<file path="config.mk">
export PLATFORM = sky130hd
export DESIGN_NAME = eth_tx_ctrl
export DESIGN_NICKNAME = d
export VERILOG_FILES = /design/src/rtl/eth_tx_ctrl.sv
export SDC_FILE = /design/constraint.sdc
export NUM_CORES = 1
export LEC_CHECK = 0
export CAP_MARGIN = 20
export CELL_PAD_IN_SITES_DETAIL_PLACEMENT = 1
export CELL_PAD_IN_SITES_GLOBAL_PLACEMENT = 1
export CORE_ASPECT_RATIO = 1.75
export CORE_UTILIZATION = 35
export DETAILED_ROUTE_END_ITERATION = 12
export PLACE_DENSITY = 0.72
export SLEW_MARGIN = 5
export SYNTH_ARGS = -nofsm -noshare
export SYNTH_HDL_FRONTEND = slang
export SYNTH_SLANG_ARGS = --single-unit
export TNS_END_PERCENT = 50
</file>
<file path="constraint.sdc">
create_clock -name Clk -period 3.5 [get_ports Clk]
set_input_delay 0.525 -clock Clk [delete_from_list [all_inputs] [get_ports Clk]]
set_output_delay 0.525 -clock Clk [all_outputs]
set_load 0.005 [all_outputs]
</file>
<file path="src/rtl/eth_tx_ctrl.sv">
// RMII Ethernet frame transmitter: preamble, header, payload, pad, FCS, IFG.
// Sends one dibit per clock on Txd and pulls payload bytes via Data_Rd.
module eth_tx_ctrl #(
  parameter logic [47:0] pDEST_MAC = 48'hFFFFFFFFFFFF,
  parameter logic [47:0] pSRC_MAC  = 48'h020000000001,
  parameter logic [15:0] pLEN_TYPE = 16'hFFFF
) (
  input  logic        Clk,
  input  logic        Rst_N,
  input  logic        Tx_Start,
  input  logic [15:0] Tx_Len,
  input  logic [7:0]  Data_Byte,
  input  logic        Data_Valid,
  output logic        Data_Rd,
  output logic [1:0]  Txd,
  output logic        Tx_En,
  output logic        Busy,
  output logic        Done,
  output logic        Underrun
);

  typedef enum logic [3:0] {
    TX_IDLE,
    TX_PREAMBLE,
    TX_DEST,
    TX_SRC,
    TX_LEN_TYPE,
    TX_PAYLOAD,
    TX_PAD,
    TX_FCS,
    TX_IFG
  } state_t;

  state_t      state_q, state_d;
  logic [10:0] dib_q, dib_d;
  logic [10:0] byte_q, byte_d;
  logic [10:0] len_q, len_d;
  logic [7:0]  data_q, data_d;
  logic [31:0] crc_q, crc_d;
  logic [1:0]  txd_q, txd_d;
  logic        en_q, en_d;
  logic        rd_q, rd_d;
  logic        busy_q, busy_d;
  logic        done_q, done_d;
  logic        und_q, und_d;
  logic        byte_end;

  assign byte_end = &dib_q[1:0];

  function automatic logic [1:0] dibit(
    input logic [7:0] b,
    input logic [1:0] d
  );
    logic [7:0] s;
    s = b >> {d, 1'b0};
    return s[1:0];
  endfunction

  function automatic logic [7:0] mac_byte(
    input logic [47:0] m,
    input logic [2:0]  i
  );
    logic [47:0] s;
    s = m >> {3'd5 - i, 3'b000};
    return s[7:0];
  endfunction

  function automatic logic [1:0] fcs_dibit(
    input logic [31:0] c,
    input logic [3:0]  d
  );
    logic [31:0] s;
    s = c >> {d, 1'b0};
    return s[1:0];
  endfunction

  function automatic logic [31:0] crc2(
    input logic [31:0] c,
    input logic [1:0]  d
  );
    logic [31:0] r;
    r = c;
    for (int i = 0; i < 2; i++) begin
      if (r[0] ^ d[i]) r = (r >> 1) ^ 32'hEDB88320;
      else             r = r >> 1;
    end
    return r;
  endfunction

  // Next state and counters; a failed payload fetch overrides everything.
  always_comb begin
    state_d = state_q;
    dib_d   = dib_q + 11'd1;
    byte_d  = byte_q;
    len_d   = len_q;
    data_d  = data_q;
    done_d  = 1'b0;
    und_d   = 1'b0;
    unique case (state_q)
      TX_IDLE: begin
        dib_d  = '0;
        byte_d = '0;
        if (Tx_Start) begin
          state_d = TX_PREAMBLE;
          len_d   = (Tx_Len > 16'd1500) ? 11'd1500 : Tx_Len[10:0];
        end
      end
      TX_PREAMBLE: begin
        if (dib_q == 11'd31) begin
          state_d = TX_DEST;
          dib_d   = '0;
        end
      end
      TX_DEST: begin
        if (byte_end) begin
          dib_d  = '0;
          byte_d = byte_q + 11'd1;
          if (byte_q == 11'd5) begin
            state_d = TX_SRC;
            byte_d  = '0;
          end
        end
      end
      TX_SRC: begin
        if (byte_end) begin
          dib_d  = '0;
          byte_d = byte_q + 11'd1;
          if (byte_q == 11'd5) begin
            state_d = TX_LEN_TYPE;
            byte_d  = '0;
          end
        end
      end
      TX_LEN_TYPE: begin
        if (byte_end) begin
          dib_d  = '0;
          byte_d = byte_q + 11'd1;
          if (byte_q == 11'd1) begin
            state_d = (len_q == '0) ? TX_PAD : TX_PAYLOAD;
            byte_d  = '0;
          end
        end
      end
      TX_PAYLOAD: begin
        if (byte_end) begin
          dib_d  = '0;
          byte_d = byte_q + 11'd1;
          if (byte_q == len_q - 11'd1) begin
            state_d = (len_q < 11'd46) ? TX_PAD : TX_FCS;
            byte_d  = '0;
          end
        end
      end
      TX_PAD: begin
        if (byte_end) begin
          dib_d  = '0;
          byte_d = byte_q + 11'd1;
          if (byte_q == 11'd45 - len_q) begin
            state_d = TX_FCS;
            byte_d  = '0;
          end
        end
      end
      TX_FCS: begin
        if (dib_q == 11'd15) begin
          state_d = TX_IFG;
          dib_d   = '0;
          done_d  = 1'b1;
        end
      end
      TX_IFG: begin
        if (dib_q == 11'd47) begin
          state_d = TX_IDLE;
          dib_d   = '0;
        end
      end
      default: state_d = TX_IDLE;
    endcase
    if (rd_q) begin
      data_d = Data_Byte;
      if (!Data_Valid) begin
        state_d = TX_IFG;
        dib_d   = '0;
        byte_d  = '0;
        und_d   = 1'b1;
      end
    end
  end

  // Registered-output decode from the upcoming state, plus CRC accumulation.
  always_comb begin
    txd_d = 2'b00;
    en_d  = 1'b0;
    unique case (state_d)
      TX_PREAMBLE: begin
        en_d  = 1'b1;
        txd_d = (dib_d == 11'd31) ? 2'b11 : 2'b01;
      end
      TX_DEST: begin
        en_d  = 1'b1;
        txd_d = dibit(mac_byte(pDEST_MAC, byte_d[2:0]), dib_d[1:0]);
      end
      TX_SRC: begin
        en_d  = 1'b1;
        txd_d = dibit(mac_byte(pSRC_MAC, byte_d[2:0]), dib_d[1:0]);
      end
      TX_LEN_TYPE: begin
        en_d  = 1'b1;
        txd_d = dibit(byte_d[0] ? pLEN_TYPE[7:0] : pLEN_TYPE[15:8],
                      dib_d[1:0]);
      end
      TX_PAYLOAD: begin
        en_d  = 1'b1;
        txd_d = dibit(data_d, dib_d[1:0]);
      end
      TX_PAD: en_d = 1'b1;
      TX_FCS: begin
        en_d  = 1'b1;
        txd_d = fcs_dibit(~crc_q, dib_d[3:0]);
      end
      default: ;
    endcase
    crc_d = crc_q;
    if (state_q == TX_IDLE) crc_d = '1;
    else if (state_d inside {TX_DEST, TX_SRC, TX_LEN_TYPE, TX_PAYLOAD, TX_PAD})
      crc_d = crc2(crc_q, txd_d);
    busy_d = (state_d != TX_IDLE);
    rd_d = (dib_d[1:0] == 2'b11) &&
           (((state_d == TX_LEN_TYPE) && (byte_d == 11'd1) &&
             (len_q != '0)) ||
            ((state_d == TX_PAYLOAD) && (byte_d != len_q - 11'd1)));
  end

  // State, counters and output registers with synchronous reset.
  always_ff @(posedge Clk) begin
    if (!Rst_N) begin
      state_q <= TX_IDLE;
      dib_q   <= '0;
      byte_q  <= '0;
      len_q   <= '0;
      data_q  <= '0;
      crc_q   <= '1;
      txd_q   <= 2'b00;
      en_q    <= 1'b0;
      rd_q    <= 1'b0;
      busy_q  <= 1'b0;
      done_q  <= 1'b0;
      und_q   <= 1'b0;
    end else begin
      state_q <= state_d;
      dib_q   <= dib_d;
      byte_q  <= byte_d;
      len_q   <= len_d;
      data_q  <= data_d;
      crc_q   <= crc_d;
      txd_q   <= txd_d;
      en_q    <= en_d;
      rd_q    <= rd_d;
      busy_q  <= busy_d;
      done_q  <= done_d;
      und_q   <= und_d;
    end
  end

  assign Txd      = txd_q;
  assign Tx_En    = en_q;
  assign Data_Rd  = rd_q;
  assign Busy     = busy_q;
  assign Done     = done_q;
  assign Underrun = und_q;

endmodule
</file>
==> results.py <==
metrics = {
    "worst_setup_path": {
        "r2r-start": "state_q[1]$_SDFF_PN0_",
        "path_max_fanout": 7,
        "endpoint_kind": "register",
        "crit_start": "state_q[1]$_SDFF_PN0_",
        "max_stage_delay_ns": 0.45,
        "cp.depth": 15,
        "path_buf_inv": 3,
        "rr_endpoint": "crc_q[26]$_SDFFE_PP1P_",
        "cpMostUsedCell": "buf_4",
        "crit_family": "compound AO/OA/AOI/OAI gates",
        "critPathKind": "reg -> reg",
        "r2r_slack_ns": -0.41,
        "critPathRequiredTime_ns": 3.79,
        "arrival_ns": 4.20,
        "crit_slowest_cell": "dfxtp_1",
        "path_cells": "nor2_1 -> buf_4 -> nor4_4 -> a21oi_4 -> a211oi_4 -> buf_12 -> buf_4 -> o221ai_1 -> o211a_1 -> o311a_1 -> a211o_4 -> o21a_4 -> nor2_8 -> xnor3_1 -> o211ai_1",
        "reg2reg_depth": 15,
        "start_kind": "register",
    },
    "worst_hold_path": {
        "hp-start": "crc_q[10]$_SDFFE_PP1P_",
        "worst_hold_path_type": "reg -> reg",
        "hold_depth": 2,
        "worstHoldEndpoint": "crc_q[10]$_SDFFE_PP1P_",
    },
    "synth": {
        "synthTopCellsByCount": "nor2_1, dfxtp_1, nand2_1, a21oi_1, nand3_1",
        "synth.area.top_cells": "dfxtp_1, xnor3_1, nor2_1, nand2_1, mux2i_1",
        "synth_most_common_cell": "nor2_1",
        "ys_warn_count": 0,
        "synth_ff_type": "dfxtp_1",
        "synth_fp_nets": 837,
        "syn_area_per_cell_um2": 8.38,
        "synth-seq-cells": 84,
        "synth_enable_flop_cells": 0,
        "yosys.area.top_type": "dfxtp_1",
        "async_flop_share": 0,
        "syn_area_um2": 6700,
        "synth-seq-area-share": 0.251,
        "yosysUniqueCellTypes": 114,
        "synthCells": 800,
        "synth_top_area_frac": 0.251,
    },
    "routing": {
        "vias_per_cell": 5.85,
        "drcViolationCount": 0,
        "drt-initial-drc-count": 276,
        "detail_route.wirelength_um": 28900,
        "detail-route-antenna-nets": 0,
        "dr.pass1.iters": 4,
        "wire_per_inst_um": 22.7,
        "vias": 7456,
    },
    "pwr": {
        "leakagePower_nw": 4.24,
        "p_per_area_nw_per_um2": 258,
        "ir_worst_vdd_v": 0.000209,
    },
    "floorplan": {
        "die-area_um2": 19700,
        "num_io_pins": 35,
        "coreArea_um2": 18700,
        "start_util": 0.359,
        "fp-row-count": 66,
        "die_h_um": 185,
        "die_w_um": 107,
    },
    "clock_network": {
        "hold_buffers": 0,
        "cts_buffers": 9,
        "htree_levels": 3,
        "cts_sinks": 84,
        "cts_root_buf": "clkbuf_16",
        "clock_latency_ns": 0.37,
        "clk_pin_slew_ns": 0.07,
        "cts_tree": "yes",
        "clk_path_buf_depth": 2,
    },
    "grt": {
        "top_usage_layer": "met2",
        "track_usage": 0.299,
        "met1_usage": 0.267,
        "grt_overflow": 0,
        "grt_max_degree": 33,
        "use_met2": 0.583,
        "grt_pass1_vias": 8242,
        "grt_pass1_wl_um": 44600,
        "antenna_found_initial": 0,
        "gr-usage-met3": 0.0471,
    },
    "timing": {
        "tightest_slew_ns": 0.592,
        "setup_viol": 24,
        "fmax_ghz": 0.256,
        "hold_violations": 0,
        "slew_headroom": 0.595,
        "setup_slack_ns": -0.410,
        "drv_slew": 0,
        "skew_ns": 0.0121,
        "fin_crit_ns": 3.91,
        "fin_crit_sh": 1.12,
        "setup_tns_ns": -6.62,
        "rsz0062_at_grt": "yes",
    },
    "flow_run": {
        "cap_violations": 0,
    },
    "final_layout": {
        "drive_gt1_frac": 0.376,
        "final_net_count": 1068,
        "layoutNonFillerInstCount": 1274,
        "insertedDiodeCount": 0,
        "fill_cells": 2222,
        "area_delta_synth_final_pct": 45.0,
    },
    "place": {
        "place_inst": 1234,
        "io_buffers": 34,
        "dp_hpwl_um": 20700,
        "gp_congestion": 0.991,
    },
    "run_status": {
        "violations": "negative setup slack",
        "status": "finished with violations",
    },
}
-- cell families (layout without fill, tap and decap cells) --
group           Yosys count  in the layout  share of synthesized area
flops                    84             84                      0.251
compound gates          199            199                      0.222
fa+ha+maj                 9              9                     0.0168
simple gates            340            340                      0.272
buf+inv                  73            309                     0.0622
xor+xnor                 62             62                      0.121
mux                      33             33                     0.0545
-- sequential cells by signal (all words and copies together) (netlist names) --
register	cells
state_q	4
dib_q	11
Done	1
Tx_En	1
Busy	1
Txd	2
data_q	8
Data_Rd	1
Underrun	1
crc_q	32
byte_q	11
len_q	11
-- area by class of cell --
class	instances	area [µm²]	share of cell area
clock inverters	5	41.3	0.00425
repair buffers	274	2240	0.231
clock buffers	11	254	0.0261
flip-flops and latches	84	1700	0.175
multi-input cells	643	5110	0.526
inverters	19	73.8	0.00760
well taps	238	298	0.0307
-- placed cells by master, fill, tap and decap left out, types with 19 or more instances in the layout --
| cell type | netlist | final |
|---|---|---|
| a21oi_1 | 45 | 34 |
| buf_4 | 9 | 225 |
| clkdlybuf4s50_1 | 0 | 34 |
| dfxtp_1 | 84 | 75 |
| mux2i_1 | 26 | 26 |
| nand2_1 | 80 | 80 |
| nand3_1 | 33 | 30 |
| nor2_1 | 93 | 87 |
| xnor2_1 | 23 | 21 |
| xnor3_1 | 19 | 19 |
-- worst max path at each step --
| stage | endpoint | slack [ns] |
|---|---|---|
| 6_report | crc_q[26]$_SDFFE_PP1P_ | -0.41 |
| 2_1_floorplan | crc_q[19]$_SDFFE_PP1P_ | -0.08 |
| 3_3_place_gp | crc_q[20]$_SDFFE_PP1P_ | -0.59 |
| 3_5_place_dp | crc_q[7]$_SDFFE_PP1P_ | -0.62 |
| 5_1_grt | crc_q[23]$_SDFFE_PP1P_ | -0.51 |
| 4_1_cts | crc_q[26]$_SDFFE_PP1P_ | -0.33 |
-- worst register-to-register path, cell delays in order (launching register included) --
cell      delay, ns
dfxtp_1        0.45
nor2_1         0.10
buf_4          0.16
nor4_4         0.34
a21oi_4        0.10
a211oi_4       0.32
buf_12         0.16
buf_4          0.16
o221ai_1       0.14
o211a_1        0.18
o311a_1        0.38
a211o_4        0.40
o21a_4         0.24
nor2_8         0.18
xnor3_1        0.35
o211ai_1       0.18
-- routing by layer --
layer,part of all wire,up-vias
li1,-,3395
met1,0.33,3694
met2,0.55,215
met4,0.089,0
met5,0,-
met3,0.032,152
-- what timing repair did --
item                       in CTS  in global routing
setup endpoints to repair      24                 34
buffers inserted               15                  9
pin swaps                      29                 22
gates resized for setup        69                 38
-- report_power, final --
group | leakage, nW | internal (W) | switching, W
clock | 0.138 | 0.000532 | 0.000463
combinational | 3.41 | 0.000268 | 0.000263
sequential | 0.686 | 0.000967 | 0.0000147
total | 4.24 | 0.00177 | 0.000740
-- metrics by stage --
stage | instance area [µm²] | setup slack [ns] | util | hold WS, ns | power (W)
floorplan | 6830 | -0.0818 | - | 0.457 | 0.00126
global placement | 8780 | -0.594 | 0.470 | 0.475 | 0.00147
detailed placement | 8780 | -0.617 | 0.470 | 0.490 | 0.00148
CTS | 9510 | -0.327 | 0.510 | 0.501 | 0.00250
global route | 9720 | -0.506 | 0.521 | 0.530 | 0.00259
finish | 9720 | -0.410 | 0.521 | 0.501 | 0.00251
Note: power is estimated with default switching activity, not from simulation.
